===== src/rtl/button_conditioner_if.sv =====
`default_nettype none
// ============================================================================
//  Module   : button_conditioner_if
//  Purpose  : Button pin and conditioned-output bundle between the pin side
//             and the UI consumers.
//  Revision : 1.0  initial release
// ============================================================================
interface button_conditioner_if;
    logic btn_raw;
    logic btn_level;
    logic btn_press;
    logic btn_release;
    logic btn_long;

    // master: whoever drives the pin and consumes the conditioned signals
    modport master (
        output btn_raw,
        input  btn_level,
        input  btn_press,
        input  btn_release,
        input  btn_long
    );

    // slave: the conditioner itself
    modport slave (
        input  btn_raw,
        output btn_level,
        output btn_press,
        output btn_release,
        output btn_long
    );
endinterface
`default_nettype wire


===== src/rtl/button_conditioner.sv =====
`default_nettype none
// ============================================================================
//  Module   : button_conditioner
//  Purpose  : Synchronises and debounces a bouncing push-button; emits press,
//             release and long-press pulses.
//  Revision : 1.0  initial release
// ============================================================================
module button_conditioner #(
    parameter int DEBOUNCE_CYCLES = 1000,
    parameter int LONG_CYCLES     = 100000
) (
    input  wire logic               clk,
    input  wire logic               reset,
    button_conditioner_if.slave     btn
);

    localparam int c_db_w   = $clog2(DEBOUNCE_CYCLES + 1);
    localparam int c_hold_w = $clog2(LONG_CYCLES + 1);

    localparam logic [c_db_w-1:0]   c_db_last   = c_db_w'(DEBOUNCE_CYCLES - 1);
    localparam logic [c_db_w-1:0]   c_db_one    = c_db_w'(1);
    localparam logic [c_hold_w-1:0] c_hold_last = c_hold_w'(LONG_CYCLES - 1);
    localparam logic [c_hold_w-1:0] c_hold_one  = c_hold_w'(1);
    localparam logic [c_hold_w-1:0] c_hold_zero = '0;

    localparam logic [1:0] c_idle      = 2'd0;
    localparam logic [1:0] c_pressed   = 2'd1;
    localparam logic [1:0] c_long_held = 2'd2;

    logic                r_sync1;
    logic                r_sync2;
    logic [c_db_w-1:0]   r_db_cnt;
    logic                r_level;
    logic [1:0]          r_state;
    logic [c_hold_w-1:0] r_hold_cnt;
    logic                r_press;
    logic                r_release;
    logic                r_long;

    logic                w_differ;
    logic                w_flip;
    logic                w_rise;
    logic                w_fall;
    logic [1:0]          w_state_nxt;
    logic [c_hold_w-1:0] w_hold_nxt;
    logic                w_press_nxt;
    logic                w_release_nxt;
    logic                w_long_nxt;

    always_ff @(posedge clk or posedge reset) begin
        if (reset) begin
            r_sync1 <= 1'b0;
            r_sync2 <= 1'b0;
        end else begin
            r_sync1 <= btn.btn_raw;
            r_sync2 <= r_sync1;
        end
    end

    // The level flips on the edge whose increment would reach DEBOUNCE_CYCLES,
    // so the counter itself never holds that value.
    assign w_differ = (r_sync2 != r_level);
    assign w_flip   = w_differ && (r_db_cnt == c_db_last);
    assign w_rise   = w_flip && !r_level;
    assign w_fall   = w_flip &&  r_level;

    always_ff @(posedge clk or posedge reset) begin
        if (reset) begin
            r_db_cnt <= '0;
            r_level  <= 1'b0;
        end else if (w_flip) begin
            r_db_cnt <= '0;
            r_level  <= ~r_level;
        end else if (w_differ) begin
            r_db_cnt <= r_db_cnt + c_db_one;
        end else begin
            r_db_cnt <= '0;
        end
    end

    // Pulses are decided from the same flip condition as the level, so each
    // pulse lands in the first cycle the new level is visible.
    always_comb begin
        w_state_nxt   = r_state;
        w_hold_nxt    = r_hold_cnt;
        w_press_nxt   = 1'b0;
        w_release_nxt = 1'b0;
        w_long_nxt    = 1'b0;
        case (r_state)
            c_idle: begin
                if (w_rise) begin
                    w_state_nxt = c_pressed;
                    w_hold_nxt  = c_hold_zero;
                    w_press_nxt = 1'b1;
                end
            end
            c_pressed: begin
                // A fall on the would-be long edge takes priority over btn_long.
                if (w_fall) begin
                    w_state_nxt   = c_idle;
                    w_hold_nxt    = c_hold_zero;
                    w_release_nxt = 1'b1;
                end else if (r_hold_cnt == c_hold_last) begin
                    w_state_nxt = c_long_held;
                    w_hold_nxt  = r_hold_cnt + c_hold_one;
                    w_long_nxt  = 1'b1;
                end else begin
                    w_hold_nxt  = r_hold_cnt + c_hold_one;
                end
            end
            c_long_held: begin
                if (w_fall) begin
                    w_state_nxt   = c_idle;
                    w_hold_nxt    = c_hold_zero;
                    w_release_nxt = 1'b1;
                end
            end
            default: begin
                w_state_nxt = c_idle;
                w_hold_nxt  = c_hold_zero;
            end
        endcase
    end

    always_ff @(posedge clk or posedge reset) begin
        if (reset) begin
            r_state    <= c_idle;
            r_hold_cnt <= '0;
            r_press    <= 1'b0;
            r_release  <= 1'b0;
            r_long     <= 1'b0;
        end else begin
            r_state    <= w_state_nxt;
            r_hold_cnt <= w_hold_nxt;
            r_press    <= w_press_nxt;
            r_release  <= w_release_nxt;
            r_long     <= w_long_nxt;
        end
    end

    assign btn.btn_level   = r_level;
    assign btn.btn_press   = r_press;
    assign btn.btn_release = r_release;
    assign btn.btn_long    = r_long;

    a_pulses_exclusive: assert property (@(posedge clk) disable iff (reset)
        $onehot0({r_press, r_release, r_long}));

    a_press_with_level: assert property (@(posedge clk) disable iff (reset)
        r_press |-> r_level);

    a_release_without_level: assert property (@(posedge clk) disable iff (reset)
        r_release |-> !r_level);

    a_long_with_level: assert property (@(posedge clk) disable iff (reset)
        r_long |-> r_level);

endmodule
`default_nettype wire


===== src/flat_wrapper.sv =====
// flat-port wrapper written by rule: the top's interface ports become plain ports
module button_conditioner_flat 
#(
    parameter int DEBOUNCE_CYCLES = 1000,
    parameter int LONG_CYCLES     = 100000
)
  (clk, reset, btn_btn_raw, btn_btn_level, btn_btn_press, btn_btn_release, btn_btn_long);
  button_conditioner_if btn_i ();
  input  wire logic clk;
  input  wire logic reset;
  input wire logic [$bits(btn_i.btn_raw)-1:0] btn_btn_raw;
  output wire logic [$bits(btn_i.btn_level)-1:0] btn_btn_level;
  output wire logic [$bits(btn_i.btn_press)-1:0] btn_btn_press;
  output wire logic [$bits(btn_i.btn_release)-1:0] btn_btn_release;
  output wire logic [$bits(btn_i.btn_long)-1:0] btn_btn_long;
  assign btn_i.btn_raw = btn_btn_raw;
  assign btn_btn_level = btn_i.btn_level;
  assign btn_btn_press = btn_i.btn_press;
  assign btn_btn_release = btn_i.btn_release;
  assign btn_btn_long = btn_i.btn_long;
  button_conditioner #(.DEBOUNCE_CYCLES(DEBOUNCE_CYCLES), .LONG_CYCLES(LONG_CYCLES)) u_core (.clk(clk), .reset(reset), .btn(btn_i));
endmodule

===== config.mk =====
export PLATFORM = sky130hd
export DESIGN_NAME = button_conditioner_flat
export DESIGN_NICKNAME = d
export VERILOG_FILES = /design/src/rtl/button_conditioner_if.sv /design/src/rtl/button_conditioner.sv /design/src/flat_wrapper.sv
export SDC_FILE = /design/constraint.sdc
export NUM_CORES = 1
export LEC_CHECK = 0
export CORE_MARGIN = 1.5
export CORE_UTILIZATION = 53
export DETAILED_ROUTE_END_ITERATION = 8
export GPL_TIMING_DRIVEN = 1
export PLACE_DENSITY = 0.77
export SYNTH_ARGS = -nofsm -noshare
export SYNTH_HDL_FRONTEND = slang
export SYNTH_SLANG_ARGS = --single-unit

===== constraint.sdc =====
create_clock -name clk -period 2.6 [get_ports clk]
set_input_delay 0.52 -clock clk [delete_from_list [all_inputs] [get_ports clk]]
set_output_delay 0.52 -clock clk [all_outputs]
set_load 0.03 [all_outputs]

==> results.sh, run 1 <==
export IMPL_clk_pin_slew_worst_paths_ps=100
export IMPL_pwr_share_comb=0.030
export IMPL_clkLatencyLatePin_ps=350
export IMPL_most_common_layout_cells="dfrtp_1 (35), nor2_1 (24), nand3_1 (13), xor2_1 (11)"
export IMPL_routed_wl_mm=3.59
export IMPL_p_per_area_nw_per_um2=452
export IMPL_die_width_um=61.8
export IMPL_syn_inst=178
export IMPL_firstDrtPassIters=4
export IMPL_first_global_vias=1274
export IMPL_core_area_um2=3340
export IMPL_vias_per_cell=5.85
export IMPL_total_power_mw=0.928
export IMPL_grt_use_total=0.216
export IMPL_crit_arrival_ps=2670
export IMPL_antenna_left=0
export IMPL_dpl_instance_area_um2=1980
export IMPL_cts_buffer_depth=2
export IMPL_postLayoutSetupSlackWorst_ps=168
export IMPL_leakage_nw=0.932
export IMPL_synth_cell_types=43
export IMPL_htreeDepth=2
export IMPL_outcome="completed"
export IMPL_rows=21
export IMPL_yosys_most_used_dff="dfrtp_1"
export IMPL_root_buffer="clkbuf_4"
export IMPL_ys_ff_latch=35
export IMPL_skew_ps=16.5
export IMPL_seq_area_frac_synth=0.478
export IMPL_syn_area_um2=1830
export IMPL_grt_setup_unrepaired="false"
export IMPL_n_antenna_cell=0
export IMPL_critPathMaxFanout=4
export IMPL_power_ir_vdd_worst_uv=290
export IMPL_maxSlewViolCount=0
export IMPL_worst_setup_path_type="flop to flop"
export IMPL_finalSetupViolations=0
export IMPL_critPathSlowestCell="or4b_1"
export IMPL_maxCapViolCount=0
export IMPL_crit_required_ps=2840
export IMPL_synth_warnings=0
export IMPL_critical_path_cell_chain="inv_1 > ha_2 > or4b_1 > or4_1 > a22oi_2 > o21bai_1 > mux2_2"
export IMPL_clock_sinks=35
export IMPL_cts_buffers_inserted=5
export IMPL_start_util=0.549
export IMPL_fin_setup_tns_ps=0
export IMPL_syn_area_per_cell_um2=10.3
export IMPL_drt_iter0_drc=88
export IMPL_dieArea_um2=3820
export IMPL_hpwl_mm=2.57
export IMPL_max_slew_margin=0.606
export IMPL_drc=0
export IMPL_start_kind="flop"
export IMPL_place_congestion=0.872
export IMPL_dieHeight_um=61.8
export IMPL_period_share=0.935
export IMPL_hold_path_class="flop to flop"
export IMPL_synth_edff_count=0
export IMPL_clock_fmax_ghz=0.411
export IMPL_syn_num_nets=186
export IMPL_clockPowerShare=0.372
export IMPL_period_minus_slack_ps=2430
export IMPL_grt_antenna_before_repair=0
export IMPL_tightest_slew_ps=586
export IMPL_grt_overflow_total=0
export IMPL_worst_setup_path_end_kind="flop"
export IMPL_hold_viol=0
export IMPL_io_pins=7
export IMPL_multi_input_area_um2=907
export IMPL_dp_slack_ps=112
export IMPL_design_area_um2=2050
export IMPL_final_nets=202
export IMPL_num_fill_cells=282
export IMPL_grt_pass1_wl_mm=5.91
export IMPL_routedWlPerCell_um=14.9
export IMPL_slowest_delay_ps=500
export IMPL_numPortBuffers=6
export IMPL_syn_to_final_growth_pct=12.1
export IMPL_final_common_cell="dfrtp_1"
export IMPL_sw_frac_of_total=0.226
export IMPL_internal_power_mw=0.718
export IMPL_seq_area_um2=876
export IMPL_via_count=1409
export IMPL_grt_max_degree=36
export IMPL_p_sw_mw=0.210
export IMPL_async_reset_ff_frac=1.00
export IMPL_cts_tree="done"
export IMPL_seqPwrFrac=0.598
export IMPL_drive_gt1_frac=0.144
export IMPL_holdBufCountCts=0
## final cells by class
type                    count  share of cell area
inverters                  10              0.0183
well taps                  46              0.0280
clock buffers               8              0.0335
flip-flops and latches     35               0.427
multi-input cells         130               0.442
repair buffers             12              0.0512
## worst max-delay path: cells and delay by family (launching register included)
kind | cells | cell delay (ps)
AND/OR/NAND/NOR | 2 | 930
AO/OA/AOI/OAI | 2 | 370
multiplexers | 1 | 360
adder cells (fa/ha/maj) | 1 | 210
flip-flops | 1 | 380
buffers and inverters | 1 | 80
## per-stage QoR
stage                     instances  hold slack (ps)  utilization
after CTS                       241              361        0.614
after detailed placement        233              337        0.594
final                           241              358        0.615
after global routing            241              368        0.615
after floorplan                 178              331            -
after global placement          233              334        0.594
## metal layers
metal	up-vias	GRT usage	wire length [um]
met5	-	0	0
met4	0	0.0942	77
met3	9	0.0600	165
met2	37	0.349	1830
met1	692	0.274	1520
li1	671	-	-
## final timing paths
| path | startpoint | to | slack [ps] | cells after the start |
|---|---|---|---|---|
| max | u_core.r_state[0] | u_core.r_state[0] | 170 | 7 |
| min | u_core.r_sync1 | u_core.r_sync2 | 360 | 0 |
| max reg2reg | u_core.r_state[0] | u_core.r_state[0] | 170 | 7 |
| min reg2reg | u_core.r_sync1 | u_core.r_sync2 | 360 | 0 |
| max in group asynchronous | reset | u_core.r_db_cnt[7] | 1730 | 3 |
| min in group asynchronous | reset | u_core.r_hold_cnt[8] | 550 | 3 |
## flip-flops by register name (all words and copies together) (netlist names)
name / cells
u_core.r_sync1: 1
u_core.btn.btn_press: 1
u_core.r_sync2: 1
u_core.btn.btn_long: 1
u_core.r_hold_cnt: 17
u_core.r_db_cnt: 10
u_core.r_state: 2
u_core.btn.btn_release: 1
u_core.btn.btn_level: 1
## what timing repair did
action                                  in CTS  in global routing
endpoints found under the setup margin       0                  1
setup buffers                                0                  0
gates resized for setup                      0                  1
## power groups by stage
stage | sequential [mW] | clock (mW) | combinational, mW
2_1_floorplan | 0.564 | 0 | 0.0197
3_3_place_gp | 0.565 | 0 | 0.0273
3_5_place_dp | 0.566 | 0 | 0.0286
4_1_cts | 0.555 | 0.354 | 0.0287
5_1_grt | 0.556 | 0.364 | 0.0321
6_report | 0.555 | 0.345 | 0.0277
## logic make-up (layout without fill, tap and decap cells)
family,Yosys count,count (layout),share of synthesized area
AOI/OAI and AO/OA,30,30,0.128
xor gates and xnor gates,13,13,0.0622
adders and majority gates,5,5,0.0342
buffers and inverters,13,30,0.0273
DFF,35,35,0.478
muxes,2,2,0.0123
and+or+nand+nor,80,80,0.258
## synthesized netlist by cell type, drive strengths merged (5+ instances only)
cell   number  area (um^2)
nand2       8         32.5
a21oi       6         33.8
xor2       11         96.3
nand3      14         82.6
nor2       24         90.1
inv        10         37.5
dfrtp      35          876
or3         5         32.5
o21ai      10         50.1
o31ai       6         45.0
ha          5         62.6
and3        6         37.5
Note: power is estimated with default switching activity, not from simulation.
==> run 2: changes to the inputs <==
- SKIP_CTS_REPAIR_TIMING: default -> 1
==> results of run 2 <==
Same layout as run 1: the final DEF is identical, and so are final timing and power.
